File: src/rtl/frog_game_ctrl.sv
// Game sequencer for the frog/crocodile VGA game: frog position, lives, score and phase.
// Moves the frog once per frame and runs the hit/blink, level-up and game-over sequences.
module frog_game_ctrl #(
    parameter int START_X    = 8,
    parameter int START_Y    = 240,
    parameter int MAX_X      = 607,
    parameter int MAX_Y      = 447,
    parameter int GOAL_X     = 576,
    parameter int STEP       = 2,
    parameter int LIVES      = 3,
    parameter int HIT_FRAMES = 60,
    parameter int WIN_FRAMES = 120
) (
    input  logic       clk,
    input  logic       rst,
    input  logic       frame_tick,
    input  logic       btn_up,
    input  logic       btn_down,
    input  logic       btn_left,
    input  logic       btn_right,
    input  logic       btn_start,
    input  logic       collision,
    output logic [9:0] frog_x,
    output logic [8:0] frog_y,
    output logic       frog_visible,
    output logic [2:0] state,
    output logic [1:0] lives,
    output logic [7:0] score,
    output logic       collision_clr
);

    typedef enum logic [2:0] {
        S_ATTRACT   = 3'd0,
        S_PLAY      = 3'd1,
        S_HIT       = 3'd2,
        S_LEVEL_UP  = 3'd3,
        S_GAME_OVER = 3'd4
    } state_t;

    localparam int CNT_MAX = (HIT_FRAMES > WIN_FRAMES) ? HIT_FRAMES : WIN_FRAMES;
    localparam int CNT_W   = (CNT_MAX > 16) ? $clog2(CNT_MAX) : 4;

    localparam logic [9:0]       X0       = 10'(START_X);
    localparam logic [8:0]       Y0       = 9'(START_Y);
    localparam logic [10:0]      XMAX_W   = 11'(MAX_X);
    localparam logic [9:0]       YMAX_W   = 10'(MAX_Y);
    localparam logic [9:0]       XMAX     = 10'(MAX_X);
    localparam logic [8:0]       YMAX     = 9'(MAX_Y);
    localparam logic [9:0]       GOAL     = 10'(GOAL_X);
    localparam logic [10:0]      STEP_X   = 11'(STEP);
    localparam logic [9:0]       STEP_Y   = 10'(STEP);
    localparam logic [1:0]       LIVES0   = 2'(LIVES);
    localparam logic [CNT_W-1:0] HIT_LAST = CNT_W'(HIT_FRAMES - 1);
    localparam logic [CNT_W-1:0] WIN_LAST = CNT_W'(WIN_FRAMES - 1);

    state_t           state_q, state_d;
    logic [9:0]       x_q, x_d;
    logic [8:0]       y_q, y_d;
    logic             vis_q, vis_d;
    logic [1:0]       lives_q, lives_d;
    logic [7:0]       score_q, score_d;
    logic             clr_q, clr_d;
    logic [CNT_W-1:0] cnt_q, cnt_d, cnt_inc;
    logic             start_q, armed_q, armed_d;
    logic             start_rise, one_btn, frame_last_hit, frame_last_win;

    logic [10:0] x_inc, x_dec;
    logic [9:0]  y_inc, y_dec;
    logic [9:0]  x_right, x_left;
    logic [8:0]  y_down, y_up;

    // A start level held through reset must be released before it counts as a press.
    assign start_rise     = btn_start & ~start_q & armed_q;
    assign armed_d        = armed_q | ~btn_start;
    assign one_btn        = $onehot({btn_up, btn_down, btn_left, btn_right});
    assign cnt_inc        = cnt_q + CNT_W'(1);
    assign frame_last_hit = frame_tick && (cnt_q == HIT_LAST);
    assign frame_last_win = frame_tick && (cnt_q == WIN_LAST);

    // One-bit-wider arithmetic so the clamp sees overflow and underflow.
    assign x_inc   = {1'b0, x_q} + STEP_X;
    assign x_dec   = {1'b0, x_q} - STEP_X;
    assign y_inc   = {1'b0, y_q} + STEP_Y;
    assign y_dec   = {1'b0, y_q} - STEP_Y;
    assign x_right = (x_inc > XMAX_W) ? XMAX : x_inc[9:0];
    assign x_left  = x_dec[10] ? 10'd0 : x_dec[9:0];
    assign y_down  = (y_inc > YMAX_W) ? YMAX : y_inc[8:0];
    assign y_up    = y_dec[9] ? 9'd0 : y_dec[8:0];

    always_ff @(posedge clk) begin
        if (rst) begin
            state_q <= S_ATTRACT;
            x_q     <= X0;
            y_q     <= Y0;
            vis_q   <= 1'b1;
            lives_q <= 2'd0;
            score_q <= 8'd0;
            clr_q   <= 1'b0;
            cnt_q   <= '0;
            start_q <= 1'b0;
            armed_q <= 1'b0;
        end else begin
            state_q <= state_d;
            x_q     <= x_d;
            y_q     <= y_d;
            vis_q   <= vis_d;
            lives_q <= lives_d;
            score_q <= score_d;
            clr_q   <= clr_d;
            cnt_q   <= cnt_d;
            start_q <= btn_start;
            armed_q <= armed_d;
        end
    end

    always_comb begin
        state_d = state_q;
        case (state_q)
            S_ATTRACT:   if (start_rise) state_d = S_PLAY;
            S_PLAY: begin
                if (collision)      state_d = S_HIT;
                else if (x_q >= GOAL) state_d = S_LEVEL_UP;
            end
            S_HIT:       if (frame_last_hit) state_d = (lives_q == 2'd0) ? S_GAME_OVER : S_PLAY;
            S_LEVEL_UP:  if (frame_last_win) state_d = S_PLAY;
            S_GAME_OVER: if (start_rise) state_d = S_ATTRACT;
            default:     state_d = S_ATTRACT;
        endcase
    end

    always_comb begin
        x_d     = x_q;
        y_d     = y_q;
        vis_d   = vis_q;
        lives_d = lives_q;
        score_d = score_q;
        clr_d   = 1'b0;
        cnt_d   = cnt_q;
        case (state_q)
            S_ATTRACT: begin
                if (start_rise) begin
                    lives_d = LIVES0;
                    score_d = 8'd0;
                    x_d     = X0;
                    y_d     = Y0;
                    vis_d   = 1'b1;
                    clr_d   = 1'b1;
                    cnt_d   = '0;
                end
            end
            S_PLAY: begin
                if (collision) begin
                    lives_d = (lives_q == 2'd0) ? 2'd0 : lives_q - 2'd1;
                    clr_d   = 1'b1;
                    cnt_d   = '0;
                end else if (x_q >= GOAL) begin
                    score_d = (score_q == 8'hFF) ? 8'hFF : score_q + 8'd1;
                    cnt_d   = '0;
                end else if (frame_tick && one_btn) begin
                    if (btn_up)    y_d = y_up;
                    if (btn_down)  y_d = y_down;
                    if (btn_left)  x_d = x_left;
                    if (btn_right) x_d = x_right;
                end
            end
            S_HIT: begin
                if (frame_last_hit) begin
                    cnt_d = '0;
                    if (lives_q == 2'd0) begin
                        vis_d = 1'b0;
                    end else begin
                        x_d   = X0;
                        y_d   = Y0;
                        vis_d = 1'b1;
                        clr_d = 1'b1;
                    end
                end else if (frame_tick) begin
                    cnt_d = cnt_inc;
                    vis_d = ~cnt_inc[3];
                end else begin
                    vis_d = ~cnt_q[3];
                end
            end
            S_LEVEL_UP: begin
                vis_d = 1'b1;
                if (frame_last_win) begin
                    cnt_d = '0;
                    x_d   = X0;
                    y_d   = Y0;
                    clr_d = 1'b1;
                end else if (frame_tick) begin
                    cnt_d = cnt_inc;
                end
            end
            S_GAME_OVER: begin
                vis_d = 1'b0;
                if (start_rise) begin
                    x_d   = X0;
                    y_d   = Y0;
                    vis_d = 1'b1;
                end
            end
            default: begin
                cnt_d = '0;
            end
        endcase
    end

    assign frog_x        = x_q;
    assign frog_y        = y_q;
    assign frog_visible  = vis_q;
    assign state         = state_q;
    assign lives         = lives_q;
    assign score         = score_q;
    assign collision_clr = clr_q;

endmodule

File: config.mk
export PLATFORM = sky130hd
export DESIGN_NAME = frog_game_ctrl
export DESIGN_NICKNAME = d
export VERILOG_FILES = /design/src/rtl/frog_game_ctrl.sv
export SDC_FILE = /design/constraint.sdc
export NUM_CORES = 1
export LEC_CHECK = 0
export BUFFER_PORTS_ARGS = -buffer_cell sky130_fd_sc_hd__buf_2
export CORE_MARGIN = 5
export CORE_UTILIZATION = 30
export CTS_BUF_LIST = sky130_fd_sc_hd__clkbuf_2
export DETAILED_ROUTE_END_ITERATION = 10
export GPL_TIMING_DRIVEN = 0
export PLACE_DENSITY = 0.54
export SYNTH_ARGS = -nofsm -noshare
export SYNTH_HDL_FRONTEND = slang
export SYNTH_SLANG_ARGS = --single-unit
File: constraint.sdc
create_clock -name clk -period 3.75 [get_ports clk]
set_input_delay 0.375 -clock clk [delete_from_list [all_inputs] [get_ports clk]]
set_output_delay 0.375 -clock clk [all_outputs]
set_load 0.01 [all_outputs]
==> impl_metrics.yaml <==
placement:
  routabilityCongestion: 0.911
  port_buffers: 40
  dp_hpwl_um: 7320
yosys:
  synth_edf_count: 0
  ys.flop_type: "dfxtp_1"
  syn-num-nets: 457
  synthesis.area_mm2: 0.00328
  synthDistinctLibCells: 72
  ys_ff_latch: 43
  synth_top_cell_area_share_pct: 26.3
  synth-async-reset-ratio_pct: 0
  synth.most_common_cell: "nand2_1"
  avgSynthCellArea_um2: 7.50
  syn_inst: 437
  synth_area_leaders: "dfxtp_1 (26%), a21oi_1 (5.2%), nand2_1 (5.0%)"
  yosysTopAreaCell: "dfxtp_1"
  yosysWarnings: 0
  synth_common_cells: "nand2_1 (44), dfxtp_1 (43), nor2_1 (37)"
  ys_seq_area_share_pct: 26.3
global_route:
  grt_overflow: 0
  grt_pass1_wl_um: 16500
  grt_pass1_vias: 3284
  grt_use_total_pct: 15.2
  grt_max_degree: 16
  antenna_found_initial: 0
critical_path:
  critPathMaxFanout: 10
  rr_startpoint: "frog_x[2]$_SDFFE_PP0P_"
  timing.rr.end: "frog_x[7]$_SDFFE_PP0P_"
  reg2reg_depth: 8
  path_cells: "buf_2 > inv_1 > buf_2 > fa_1 > inv_1 > ha_1 > ha_1 > nand4bb_1 > o31a_1 > or3_4 > nor2_1 > and4_1 > o22a_1"
  r2r_slack_ns: 0.95
  critPathLaunch: "btn_right"
  path_class: "input pin to register"
  startpoint_type: "input pin"
  crit_family: "simple AND/OR/NAND/NOR gates"
  slowest_stage: "fa_1"
  crit_end: "frog_x[8]$_SDFFE_PP0P_"
  critPathRequiredTime_ns: 4.16
  cp.arrival_ns: 3.61
  crit_buf_inv: 4
  worstSetupPathDepth: 13
  critPathMaxStageDelay_ns: 0.50
  end_kind: "register"
cts:
  cts_hold_buf: 0
  cts_sinks: 43
  cts_resized: 0
  clk_path_buf_depth: 2
  cts_made_buffers: 5
  cts_tree: "yes"
  clkTransAtPathRegs_ns: 0.26
  postCtsSetupBuffers: 0
  clock_latency_ns: 0.44
  cts_htree_levels: 2
  clock-root-buffer: "clkbuf_2"
power:
  fin_total_pwr_w: 0.00122
  p_leak_nw: 1.42
  p_per_area_mw_per_mm2: 328
  max-vdd-ir-drop_uv: 178
drt:
  drt-initial-drc-count: 274
  wl_um: 9850
  detail-route-antenna-nets: 0
  firstDrtPassIters: 5
  via_per_inst: 5.61
  vias: 3508
  routedWlPerCell_um: 15.8
  route.detailed.drc: 0
die:
  die_y_um: 115
  fp.coreArea_mm2: 0.0108
  floorplan.rows: 38
  ioPinCount: 43
  dieWidth_um: 115
  die_area_mm2: 0.0131
  start_util_pct: 30.4
sta:
  fin_skew_ns: 0.0295
  rsz0062_at_grt: "no"
  maxSlewViolCount: 0
  relSlewSlack_pct: 45.1
  post-route-period-util_pct: 85.4
  max_freq_mhz: 312
  worst_slew_pin_slew_ns: 0.813
  final-hold-violation-count: 0
  tns_ns: 0
  post-route-min-period_ns: 3.20
  finalSetupViolCount: 0
cells_and_area:
  nNetsFinal: 504
  n_fill_cell: 1128
  syn2layout_area_growth_pct: 13.7
  utilization_pct: 34.5
  antenna_cells: 0
  layout-drive-gt1-share_pct: 13.6
run:
  drv_cap: 0
worst_hold_path:
  min_path_cells: 2
  hold_class: "input pin to register"
status:
  outcome: "completed"
## state kept, by name (all words and copies together) (netlist names), 2 cells and up
name / flops
frog_x: 10
frog_y: 9
state: 3
score: 8
lives: 2
cnt_q: 7
## power by group
group          internal (W)  total [W]  switching, W
Sequential         0.000483   0.000514     0.0000313
Clock              0.000117   0.000293      0.000176
Combinational      0.000148   0.000416      0.000268
Total              0.000747    0.00122      0.000476
## worst register-to-register path, delay by kind of cell (launching register included)
family                   cells  cell delay [ns]
AND/OR/NAND/NOR              2             0.36
buffers and inverters        1             0.30
adder cells (fa/ha/maj)      1             0.26
AO/OA/AOI/OAI                4             1.22
flip-flops                   1             0.59
## layout by cell type (no fill, tap or decap), drive strengths merged, types with 11 or more instances in the layout
cell    instances
or3            12
nand3          15
buf            48
inv            19
clkbuf         25
dfxtp          43
xnor2          11
nor2           37
o21ai          23
nor3           13
nand2          44
a21oi          34
## final cells by class
type                       instances  area (um2)  area share [%]
tap                              140         175            4.70
clock buffer                       5        25.0           0.672
timing repair buffer              40         200            5.37
sequential                        43         861            23.1
clock inverter                     3        47.5            1.28
multi-input combinational        348        2210            59.4
buffer                            28         136            3.66
inverter                          18        67.6            1.81
## metal layers
metal	part of all wire, %	routed length, um	global-route usage [%]	vias to the layer above
met4	1.2	119	3.80	0
met5	0	0	0	-
met3	5.9	582	2.80	13
met1	46	4530	20.5	1656
met2	47	4620	25.1	121
li1	-	-	-	1718
## how the worst min path moves through the flow
| stage | slack [ns] | startpoint | end |
|---|---|---|---|
| 2_1_floorplan | 0.43 | armed_q$_SDFF_PP0_ | armed_q$_SDFF_PP0_ |
| 3_3_place_gp | 0.45 | armed_q$_SDFF_PP0_ | armed_q$_SDFF_PP0_ |
| 3_5_place_dp | 0.46 | armed_q$_SDFF_PP0_ | armed_q$_SDFF_PP0_ |
| 4_1_cts | 0.07 | btn_start | armed_q$_SDFF_PP0_ |
| 5_1_grt | 0.03 | btn_start | armed_q$_SDFF_PP0_ |
| 6_report | 0.09 | btn_start | armed_q$_SDFF_PP0_ |
## metrics by stage
step / worst slack, ns / hold WS (ns) / area [um2] / instances
after CTS: 0.578 / 0.0677 / 3720 / 625
after global placement: 0.142 / 0.448 / 3650 / 617
after floorplan: 0.422 / 0.434 / 3280 / 437
after global routing: 0.432 / 0.0302 / 3720 / 625
final: 0.546 / 0.0940 / 3720 / 625
after detailed placement: 0.0936 / 0.459 / 3650 / 617
## cell families (layout without fill, tap and decap cells)
logic type / Yosys count / after routing / synth area share, %
AND/OR/NAND/NOR: 187 / 187 / 30.6
AO/OA/AOI/OAI: 129 / 129 / 26.5
buffers and inverters: 46 / 94 / 6.22
flip-flops: 43 / 43 / 26.3
XOR/XNOR: 14 / 14 / 3.74
adder cells (fa/ha/maj): 11 / 11 / 4.43
multiplexers: 7 / 7 / 2.21
(Power assumes the default switching activity.)
